===== src/rtl/pu_id_gpr_file_mp_pkg.sv =====
// pu_id_gpr_file_mp_pkg: sizes and FSM encodings shared by the multi-port GPR file.
package pu_id_gpr_file_mp_pkg;
   localparam int PU_GPR_NUM    = 32;
   localparam int PU_GPR_ADDR_W = 5;
   localparam int WORD_W        = 32;
   localparam int PU_GPR_ST_W   = 1;
   typedef logic [PU_GPR_ADDR_W-1:0] pu_gpr_addr_bus_t;
   typedef logic [WORD_W-1:0]        word_data_bus_t;
   typedef enum logic [PU_GPR_ST_W-1:0] {
      PU_GPR_ST_INIT = 1'b0,
      PU_GPR_ST_RUN  = 1'b1
   } pu_gpr_state_e;
endpackage


===== src/rtl/pu_id_gpr_file_mp_if.sv =====
// pu_id_gpr_file_mp_if: read, write, scoreboard and control bundle of the GPR file.
interface pu_id_gpr_file_mp_if
   import pu_id_gpr_file_mp_pkg::*;
#(
   parameter int DATA_W = WORD_W,
   parameter int ADDR_W = PU_GPR_ADDR_W,
   parameter int NUM_RD = 2
);
   logic                     init_req;
   logic                     ready;
   logic [NUM_RD*ADDR_W-1:0] rd_addr;
   logic [NUM_RD*DATA_W-1:0] rd_data;
   logic [NUM_RD-1:0]        rd_busy;
   logic                     wr0_en;
   logic [ADDR_W-1:0]        wr0_addr;
   logic [DATA_W-1:0]        wr0_data;
   logic                     wr1_en;
   logic [ADDR_W-1:0]        wr1_addr;
   logic [DATA_W-1:0]        wr1_data;
   logic                     sb_set_en;
   logic [ADDR_W-1:0]        sb_set_addr;
   modport master (
      output init_req, rd_addr, wr0_en, wr0_addr, wr0_data,
             wr1_en, wr1_addr, wr1_data, sb_set_en, sb_set_addr,
      input  ready, rd_data, rd_busy
   );
   modport slave (
      input  init_req, rd_addr, wr0_en, wr0_addr, wr0_data,
             wr1_en, wr1_addr, wr1_data, sb_set_en, sb_set_addr,
      output ready, rd_data, rd_busy
   );
endinterface


===== src/rtl/pu_id_gpr_file_mp_sb.sv =====
// pu_id_gpr_file_mp_sb: per-register pending-write bits; a same-cycle set beats a clear.
module pu_id_gpr_file_mp_sb
   import pu_id_gpr_file_mp_pkg::*;
#(
   parameter int DEPTH    = PU_GPR_NUM,
   parameter int ADDR_W   = PU_GPR_ADDR_W,
   parameter int NUM_RD   = 2,
   parameter int ZERO_REG = 1
) (
   input  logic                     clk,
   input  logic                     rst_,
   input  logic                     clr_i,
   input  logic                     wr0_en_i,
   input  logic [ADDR_W-1:0]        wr0_addr_i,
   input  logic                     wr1_en_i,
   input  logic [ADDR_W-1:0]        wr1_addr_i,
   input  logic                     set_en_i,
   input  logic [ADDR_W-1:0]        set_addr_i,
   input  logic [NUM_RD*ADDR_W-1:0] rd_addr_i,
   output logic [NUM_RD-1:0]        busy_o
);
   logic [DEPTH-1:0] sb_q, sb_d;
   always_comb begin
      sb_d = sb_q;
      if (wr0_en_i) sb_d[wr0_addr_i] = 1'b0;
      if (wr1_en_i) sb_d[wr1_addr_i] = 1'b0;
      if (set_en_i) sb_d[set_addr_i] = 1'b1;
      if (clr_i) sb_d = '0;
      if (ZERO_REG != 0) sb_d[0] = 1'b0;
   end
   always_ff @(posedge clk or negedge rst_)
      if (!rst_) sb_q <= '0;
      else sb_q <= sb_d;
   genvar k;
   for (k = 0; k < NUM_RD; k++) begin : g_rd
      assign busy_o[k] = sb_q[rd_addr_i[k*ADDR_W +: ADDR_W]];
   end
endmodule


===== src/rtl/pu_id_gpr_file_mp.sv =====
// pu_id_gpr_file_mp: multi-port GPR file with sequential clear and hazard scoreboard.
// Define PU_GPR_BYPASS_EN to forward same-cycle write data to the read ports.
module pu_id_gpr_file_mp
   import pu_id_gpr_file_mp_pkg::*;
#(
   parameter int DATA_W   = WORD_W,
   parameter int DEPTH    = PU_GPR_NUM,
   parameter int ADDR_W   = PU_GPR_ADDR_W,
   parameter int NUM_RD   = 2,
   parameter int ZERO_REG = 1
) (
   input logic                 clk,
   input logic                 rst_,
   pu_id_gpr_file_mp_if.slave  gpr
);
   pu_gpr_state_e     state_q, state_d;
   logic [ADDR_W-1:0] cnt_q, cnt_d;
   logic [DATA_W-1:0] mem_q [DEPTH];
   logic [NUM_RD-1:0] sb_busy;
   logic              run, we0, we1, set;
   assign run = state_q == PU_GPR_ST_RUN;
   assign we0 = run && gpr.wr0_en && !(ZERO_REG != 0 && gpr.wr0_addr == '0);
   assign we1 = run && gpr.wr1_en && !(ZERO_REG != 0 && gpr.wr1_addr == '0);
   assign set = run && gpr.sb_set_en;
   assign gpr.ready = run;
   always_comb begin
      state_d = state_q;
      cnt_d   = cnt_q;
      if (!run) begin
         cnt_d   = cnt_q + 1'b1;
         state_d = cnt_q == ADDR_W'(DEPTH - 1) ? PU_GPR_ST_RUN : PU_GPR_ST_INIT;
      end else if (gpr.init_req) begin
         cnt_d   = '0;
         state_d = PU_GPR_ST_INIT;
      end
   end
   always_ff @(posedge clk or negedge rst_)
      if (!rst_) begin
         state_q <= PU_GPR_ST_INIT;
         cnt_q   <= '0;
      end else begin
         state_q <= state_d;
         cnt_q   <= cnt_d;
      end
   // No reset on the array so it can map to distributed RAM; INIT zeroes it instead.
   always_ff @(posedge clk)
      if (!run) mem_q[cnt_q] <= '0;
      else begin
         if (we0) mem_q[gpr.wr0_addr] <= gpr.wr0_data;
         if (we1) mem_q[gpr.wr1_addr] <= gpr.wr1_data;
      end
   pu_id_gpr_file_mp_sb #(
      .DEPTH(DEPTH), .ADDR_W(ADDR_W), .NUM_RD(NUM_RD), .ZERO_REG(ZERO_REG)
   ) u_sb (
      .clk        (clk),
      .rst_       (rst_),
      .clr_i      (run && gpr.init_req),
      .wr0_en_i   (we0),
      .wr0_addr_i (gpr.wr0_addr),
      .wr1_en_i   (we1),
      .wr1_addr_i (gpr.wr1_addr),
      .set_en_i   (set),
      .set_addr_i (gpr.sb_set_addr),
      .rd_addr_i  (gpr.rd_addr),
      .busy_o     (sb_busy)
   );
   genvar k;
   for (k = 0; k < NUM_RD; k++) begin : g_rd
      logic [ADDR_W-1:0] a;
      logic [DATA_W-1:0] raw;
      logic              byp;
      assign a = gpr.rd_addr[k*ADDR_W +: ADDR_W];
`ifdef PU_GPR_BYPASS_EN
      logic hit0, hit1;
      assign hit0 = we0 && gpr.wr0_addr == a;
      assign hit1 = we1 && gpr.wr1_addr == a;
      assign byp  = hit0 || hit1;
      assign raw  = hit1 ? gpr.wr1_data : hit0 ? gpr.wr0_data : mem_q[a];
`else
      assign byp = 1'b0;
      assign raw = mem_q[a];
`endif
      assign gpr.rd_data[k*DATA_W +: DATA_W] = (run && !(ZERO_REG != 0 && a == '0)) ? raw : '0;
      assign gpr.rd_busy[k] = run && sb_busy[k] && !byp;
   end
endmodule


===== src/flat_wrapper.sv =====
// flat-port wrapper written by rule: the top's interface ports become plain ports
module pu_id_gpr_file_mp_flat import pu_id_gpr_file_mp_pkg::*;
#(
   parameter int DATA_W   = WORD_W,
   parameter int DEPTH    = PU_GPR_NUM,
   parameter int ADDR_W   = PU_GPR_ADDR_W,
   parameter int NUM_RD   = 2,
   parameter int ZERO_REG = 1
)
  (clk, rst_, gpr_init_req, gpr_rd_addr, gpr_wr0_en, gpr_wr0_addr, gpr_wr0_data, gpr_wr1_en, gpr_wr1_addr, gpr_wr1_data, gpr_sb_set_en, gpr_sb_set_addr, gpr_ready, gpr_rd_data, gpr_rd_busy);
  pu_id_gpr_file_mp_if #(.DATA_W(DATA_W), .ADDR_W(ADDR_W), .NUM_RD(NUM_RD)) gpr_i ();
  input logic clk;
  input logic rst_;
  input wire logic [$bits(gpr_i.init_req)-1:0] gpr_init_req;
  input wire logic [$bits(gpr_i.rd_addr)-1:0] gpr_rd_addr;
  input wire logic [$bits(gpr_i.wr0_en)-1:0] gpr_wr0_en;
  input wire logic [$bits(gpr_i.wr0_addr)-1:0] gpr_wr0_addr;
  input wire logic [$bits(gpr_i.wr0_data)-1:0] gpr_wr0_data;
  input wire logic [$bits(gpr_i.wr1_en)-1:0] gpr_wr1_en;
  input wire logic [$bits(gpr_i.wr1_addr)-1:0] gpr_wr1_addr;
  input wire logic [$bits(gpr_i.wr1_data)-1:0] gpr_wr1_data;
  input wire logic [$bits(gpr_i.sb_set_en)-1:0] gpr_sb_set_en;
  input wire logic [$bits(gpr_i.sb_set_addr)-1:0] gpr_sb_set_addr;
  output wire logic [$bits(gpr_i.ready)-1:0] gpr_ready;
  output wire logic [$bits(gpr_i.rd_data)-1:0] gpr_rd_data;
  output wire logic [$bits(gpr_i.rd_busy)-1:0] gpr_rd_busy;
  assign gpr_i.init_req = gpr_init_req;
  assign gpr_i.rd_addr = gpr_rd_addr;
  assign gpr_i.wr0_en = gpr_wr0_en;
  assign gpr_i.wr0_addr = gpr_wr0_addr;
  assign gpr_i.wr0_data = gpr_wr0_data;
  assign gpr_i.wr1_en = gpr_wr1_en;
  assign gpr_i.wr1_addr = gpr_wr1_addr;
  assign gpr_i.wr1_data = gpr_wr1_data;
  assign gpr_i.sb_set_en = gpr_sb_set_en;
  assign gpr_i.sb_set_addr = gpr_sb_set_addr;
  assign gpr_ready = gpr_i.ready;
  assign gpr_rd_data = gpr_i.rd_data;
  assign gpr_rd_busy = gpr_i.rd_busy;
  pu_id_gpr_file_mp #(.DATA_W(DATA_W), .DEPTH(DEPTH), .ADDR_W(ADDR_W), .NUM_RD(NUM_RD), .ZERO_REG(ZERO_REG)) u_core (.clk(clk), .rst_(rst_), .gpr(gpr_i));
endmodule

===== config.mk =====
export PLATFORM = sky130hd
export DESIGN_NAME = pu_id_gpr_file_mp_flat
export DESIGN_NICKNAME = d
export VERILOG_FILES = /design/src/rtl/pu_id_gpr_file_mp_pkg.sv /design/src/rtl/pu_id_gpr_file_mp_if.sv /design/src/rtl/pu_id_gpr_file_mp_sb.sv /design/src/rtl/pu_id_gpr_file_mp.sv /design/src/flat_wrapper.sv
export SDC_FILE = /design/constraint.sdc
export NUM_CORES = 2
export LEC_CHECK = 0
export ABC_AREA = 0
export CAP_MARGIN = 20
export CORE_MARGIN = 5
export CORE_UTILIZATION = 40
export CTS_BUF_LIST = sky130_fd_sc_hd__clkbuf_2
export DETAILED_ROUTE_END_ITERATION = 12
export PLACE_DENSITY = 0.61
export SLEW_MARGIN = 40
export SYNTH_ARGS = -nofsm -noshare
export SYNTH_HDL_FRONTEND = slang
export SYNTH_SLANG_ARGS = --single-unit

===== constraint.sdc =====
create_clock -name clk -period 6.1 [get_ports clk]
set_input_delay 1.22 -clock clk [delete_from_list [all_inputs] [get_ports clk]]
set_output_delay 1.22 -clock clk [all_outputs]
set_load 0.05 [all_outputs]

## Word-level counts from Yosys, hierarchy flattened

Memory sizes are Yosys's and may differ from the RTL's.
Index checks and enable logic that the tools add are counted.

- Flip-flop bits (word level): 37
- Memory bits (writable): 1024
- Input port bits: 95
- Output and inout port bits: 67
- Logic and storage cells: 73
- Memories kept: 1

Memory list:

| name | words | bits a word | rd ports | clocked after Yosys merged registers in | wr ports | line | source |
|---|---|---|---|---|---|---|---|
| u_core.mem_q | 32 | 32 | 2 | 0 | 2 | pu_id_gpr_file_mp.sv:18 | `logic [DATA_W-1:0] mem_q [DEPTH];` |

- Add/subtract/negate cells: 1
- Order comparisons: 8
- Eq/ne operators: 2
- Mux-type cells: 31
- Bitwise operators: 5
- Reduce and logical (&&, ||, !) cells: 22

Operator list:

| operator | number |
|---|---|
| 32-bit two-way mux | 7 |
| 32-bit AND | 2 |
| 32-bit inverter | 2 |
| 32-bit OR | 1 |
| 32-bit OR reduction | 1 |
| 5-bit by 6-bit less-than comparator with 1-bit output (second input constant) | 5 |
| 5-bit zero test | 4 |
| 1-bit two-way mux | 16 |
| 1-bit demux with 5-bit select | 3 |
| 5-bit by 1-bit greater-or-equal comparator with 1-bit output (second input constant) | 3 |
| 5-bit two-way mux | 3 |
| 1-bit logical AND | 13 |
| 1-bit binary-select mux with 5-bit select | 2 |
| 5-bit by 1-bit adder with 5-bit output (second input constant) | 1 |
| 5-bit equality test (second input constant) | 1 |
| 1-bit zero test | 4 |
| 2-bit != test (second input constant) | 1 |

## Longest topological paths before layout

- Depth in word-level cells: 12
- Gate-level depth with buffers: 9
- Depth with buffers taken out: 5

## Hierarchy

A second synthesis with hierarchy kept.

- Cells, all modules: 5663
- Area total of the unflattened synthesis: 61448.9 um^2

By module, submodules not included:

| module | times used | cells each | area an instance (um^2) | sequential area each (um^2) |
|---|---|---|---|---|
| pu_id_gpr_file_mp | 1 | 5418 | 59195.5 | 30899.6 |
| pu_id_gpr_file_mp_sb | 1 | 245 | 2253.4 | 775.7 |

## Least setup slack after synthesis

Ideal clock, no wire load.

- Path type: input port to flip-flop
- Start point: input gpr_wr0_en
- End point: memory u_core.mem_q[19][0] (netlist name) (enable)
- Setup time: 0.470 ns
- Arrival: 4.784 ns
- Data required time: 5.630 ns
- Setup slack: 0.847 ns
- Stages: 7
- Buffers on the path: 3
- Path through: and2_1 buf_2 a21boi_2 buf_4 buf_4 o41a_1 o31ai_1

RTL lines:

| element | line | source |
|---|---|---|
| start, declared | flat_wrapper.sv:16 | `input wire logic [$bits(gpr_i.wr0_en)-1:0] gpr_wr0_en;` |
| end, declared | pu_id_gpr_file_mp.sv:18 |  |

## Worst setup path in the final report

- Start point: register u_core.state_q (netlist: u_core.gpr.ready)
- End point: output gpr_rd_data[33]

- Word-level cells in the longest chain between the ends: 2

RTL lines:

| element | line | source |
|---|---|---|
| start, declared | pu_id_gpr_file_mp.sv:16 | `pu_gpr_state_e state_q, state_d;` |
| start signal, assigned | pu_id_gpr_file_mp.sv:42 | `state_q <= state_d;` |
| 1-bit logical AND | pu_id_gpr_file_mp.sv:83 | `assign gpr.rd_data[k*DATA_W +: DATA_W] = (run && !(ZERO_REG != 0 && a == '0)) ? raw : '0;` |
| 32-bit two-way mux | pu_id_gpr_file_mp.sv:83 |  |
| end, declared | flat_wrapper.sv:25 | `output wire logic [$bits(gpr_i.rd_data)-1:0] gpr_rd_data;` |

Every way passes these cells.

==> flow_metrics.env <==
export IMPL_result_of_the_run="finished, final reports clean"
export IMPL_dp_hpwl_mm=141
export IMPL_achievable_frequency_mhz=175
export IMPL_final_cells=7180
export IMPL_core_area_um2=152000
export IMPL_synthFlopType="sky130_fd_sc_hd__edfxtp_1"
export IMPL_yosys_warnings=0
export IMPL_first_global_vias=45765
export IMPL_synth_edff_count=1024
export IMPL_peak_vdd_ir_v=0.000245
export IMPL_seqPwrFrac_pct=49.8
export IMPL_postSynthRegisterBits=1061
export IMPL_p_leak_nw=24.3
export IMPL_power_frac_comb_pct=22.5
export IMPL_wl_per_cell_um=33.8
export IMPL_p_clk_share_pct=27.7
export IMPL_post_synth_top_area_fraction_pct=50.2
export IMPL_setup_slack_ns=0.392
export IMPL_synth_top_cells_by_area="sky130_fd_sc_hd__edfxtp_1, sky130_fd_sc_hd__mux4_2, sky130_fd_sc_hd__o21ai_0"
export IMPL_grt_max_degree=67
export IMPL_timing_final_setup_violations=0
export IMPL_routed_via_count=47317
export IMPL_timing_final_max_slew_violations=0
export IMPL_drt_first_iter_violations=7368
export IMPL_post_route_cell_area_um2=68700
export IMPL_resize_count_post_cts=0
export IMPL_net_count_final=5052
export IMPL_switching_share_pct=33.7
export IMPL_number_of_antenna_violations_at_the_first_check_in_global_routing=12
export IMPL_clock_sinks=1061
export IMPL_drt_pre_antenna_iters=6
export IMPL_netlist_cell_type_count=66
export IMPL_viasPerCell=6.59
export IMPL_fin_crit_sh_pct=93.6
export IMPL_drv_max_cap_violation_count=0
export IMPL_synth_area_um2=61300
export IMPL_cts_htree_levels=5
export IMPL_cell_internal_pwr_mw=12.2
export IMPL_global_placement_routability_congestion=0.877
export IMPL_grtUsageTotal_pct=29.2
export IMPL_dp_cells=6662
export IMPL_regArea_um2=31700
export IMPL_initial_utilization_pct=40.3
export IMPL_cp_required_ns=4.88
export IMPL_tritoncts_num_buffers=306
export IMPL_cts_tree="yes"
export IMPL_area_growth_syn_to_layout_pct=12.1
export IMPL_ant_nets=0
export IMPL_grt_first_pass_wirelength_mm=337
export IMPL_timing_hold_ws_ns=0.195
export IMPL_cellPowerDensity_nw_per_um2=269
export IMPL_finalWorstPathRequiredPeriod_ns=5.71
export IMPL_seq_area_frac_synth_pct=51.7
export IMPL_ctsRootBufferMaster="sky130_fd_sc_hd__clkbuf_2"
export IMPL_setup_worst_path_end_class="output pin"
export IMPL_fillcell_total=13837
export IMPL_worst_pin_slew_ns=1.18
export IMPL_async_flop_share_pct=3.49
export IMPL_dpl_instance_area_um2=66000
export IMPL_fin_skew_ns=0.145
export IMPL_global_route_overflow_total=0
export IMPL_net_switching_power_mw=6.24
export IMPL_cp_start_kind="flop"
export IMPL_die_w_um=401
export IMPL_io_pins=162
export IMPL_hold_path_class="input port to flop"
export IMPL_final_hold_viol_count=0
export IMPL_synth_avg_cell_area_um2=12.8
export IMPL_multi_input_area_um2=27800
export IMPL_slew_headroom_pct=21.5
export IMPL_design_die_area_um2=161000
export IMPL_clock_latency_ns=1.76
export IMPL_setup_total_negative_slack_ns=0
export IMPL_synth_net_count=4896
export IMPL_postSynthCellCount=4799
export IMPL_worst_setup_path_type="flop to output pin"
export IMPL_post_synth_top_area_cell="sky130_fd_sc_hd__edfxtp_1"
export IMPL_die_h_um=401
export IMPL_detail_route_drc_violations=0
export IMPL_cp_arrival_ns=4.49
export IMPL_grt_setup_unrepaired="false"
export IMPL_drt_total_wl_mm=243
export IMPL_clockBufferDepth=4
export IMPL_place_worst_setup_slack_ns=0.613
export IMPL_row_count=143
export IMPL_clk_transition_reported_paths_ns=0.11
export IMPL_drive_gt1_share_pct=31.9
export IMPL_critPathMaxFanout=20
export IMPL_port_buffer_count=161
-- worst max-delay path, cell delays in order (launching register included) --
cell and delay [ns]:
sky130_fd_sc_hd__dfrtp_2 0.74, sky130_fd_sc_hd__and4b_1 0.77, sky130_fd_sc_hd__a22o_1 0.28, sky130_fd_sc_hd__a31oi_1 0.06
sky130_fd_sc_hd__a21oi_1 0.75, sky130_fd_sc_hd__buf_12 0.22
-- logic make-up (layout without fill, tap and decap cells) --
family,count (synthesis),count (layout),synth area share (%)
AO/OA/AOI/OAI,1103,1103,10.2
XOR/XNOR,2,2,0.0286
adder cells (fa/ha/maj),2,2,0.0408
buffers and inverters,589,924,4.10
flip-flops,1061,1061,51.7
multiplexers,973,973,26.5
other,0,16,0
AND/OR/NAND/NOR,1069,1069,7.38
-- cell type report --
class / count / share of cell area [%]
Tap cell: 2030 / 3.70
Sequential cell: 1061 / 46.1
Antenna cell: 16 / 0.0583
Inverter: 44 / 0.241
Multi-Input combinational cell: 3149 / 40.4
Timing Repair Buffer: 393 / 5.94
Clock inverter: 43 / 0.275
Clock buffer: 444 / 3.24
-- Yosys cell counts (27+ instances only) --
library cell,n
sky130_fd_sc_hd__nand3_1,43
sky130_fd_sc_hd__clkbuf_1,341
sky130_fd_sc_hd__nand2_1,869
sky130_fd_sc_hd__a22oi_1,35
sky130_fd_sc_hd__a21oi_1,69
sky130_fd_sc_hd__edfxtp_1,1024
sky130_fd_sc_hd__mux4_2,492
sky130_fd_sc_hd__buf_2,156
sky130_fd_sc_hd__mux2i_1,193
sky130_fd_sc_hd__o211ai_1,34
sky130_fd_sc_hd__mux2_2,288
sky130_fd_sc_hd__dfrtp_1,37
sky130_fd_sc_hd__inv_1,42
sky130_fd_sc_hd__o21ai_0,763
sky130_fd_sc_hd__nor2b_1,27
sky130_fd_sc_hd__o22ai_1,47
sky130_fd_sc_hd__a22o_1,30
sky130_fd_sc_hd__o31ai_1,36
-- metal layers --
| metal | up-vias | global-route usage (%) | wire length, µm |
|---|---|---|---|
| li1 | 19037 | - | - |
| met1 | 23420 | 38.8 | 86300 |
| met2 | 4045 | 43.5 | 106000 |
| met3 | 815 | 8.11 | 34800 |
| met4 | 0 | 16.2 | 15300 |
| met5 | - | 0 | 0 |
-- registers in the layout, summed over array words and instances, names as in the netlist --
register and cells:
u_core.gpr.ready 1, u_core.cnt_q 5, u_core.mem_q 1024, u_core.u_sb.sb_q 31
-- power by group through the flow --
| stage | Clock, mW | Combinational (mW) | Sequential (mW) |
|---|---|---|---|
| after global routing | 5.51 | 4.25 | 9.27 |
| after detailed placement | 0 | 4.05 | 9.36 |
| after floorplan | 0 | 2.25 | 9.27 |
| after global placement | 0 | 3.99 | 9.32 |
| after CTS | 5.14 | 4.07 | 9.19 |
| final | 5.11 | 4.16 | 9.21 |
-- timing repair --
action	in CTS	in global routing
setup buffers	0	0
hold buffers	15	0
hold endpoints to repair	148	0
-- path summary, 6_finish.rpt --
kind / startpoint / to / slack [ns] / cells past startpoint
worst max-delay path: u_core.gpr.ready / gpr_rd_data[33] / 0.39 / 5
worst min-delay path: gpr_wr1_data[28] / u_core.mem_q[25][28] / 0.19 / 3
worst max register to register: u_core.gpr.ready / u_core.mem_q[4][15] / 1.97 / 6
worst min register to register: u_core.u_sb.sb_q[4] / u_core.u_sb.sb_q[4] / 0.58 / 2
max in group asynchronous: rst_ / u_core.u_sb.sb_q[12] / 5.25 / 4
min in group asynchronous: rst_ / u_core.cnt_q[2] / 0.61 / 4
-- through the flow --
| stage | power [mW] | util, % |
|---|---|---|
| 3_5_place_dp | 13.4 | 43.4 |
| 6_report | 18.5 | 45.2 |
| 4_1_cts | 18.4 | 45.1 |
| 2_1_floorplan | 11.5 | - |
| 3_3_place_gp | 13.3 | 43.3 |
| 5_1_grt | 19.0 | 45.1 |
-- cells in the final DEF (no fill, tap or decap), types with 27 or more instances in the layout --
cell / n
sky130_fd_sc_hd__nand2_1: 858
sky130_fd_sc_hd__buf_12: 64
sky130_fd_sc_hd__nor2b_1: 27
sky130_fd_sc_hd__mux2i_1: 193
sky130_fd_sc_hd__o31ai_1: 30
sky130_fd_sc_hd__a21oi_1: 67
sky130_fd_sc_hd__a22oi_1: 35
sky130_fd_sc_hd__dfrtp_1: 36
sky130_fd_sc_hd__mux2_2: 288
sky130_fd_sc_hd__mux4_2: 492
sky130_fd_sc_hd__o22ai_1: 47
sky130_fd_sc_hd__clkdlybuf4s50_1: 73
sky130_fd_sc_hd__a22o_1: 30
sky130_fd_sc_hd__clkbuf_2: 444
sky130_fd_sc_hd__clkinv_1: 40
sky130_fd_sc_hd__o21ai_0: 739
sky130_fd_sc_hd__nand3_1: 38
sky130_fd_sc_hd__edfxtp_1: 1024
sky130_fd_sc_hd__inv_1: 41
sky130_fd_sc_hd__o211ai_1: 34
sky130_fd_sc_hd__buf_4: 200
(Power assumes the default switching activity.)
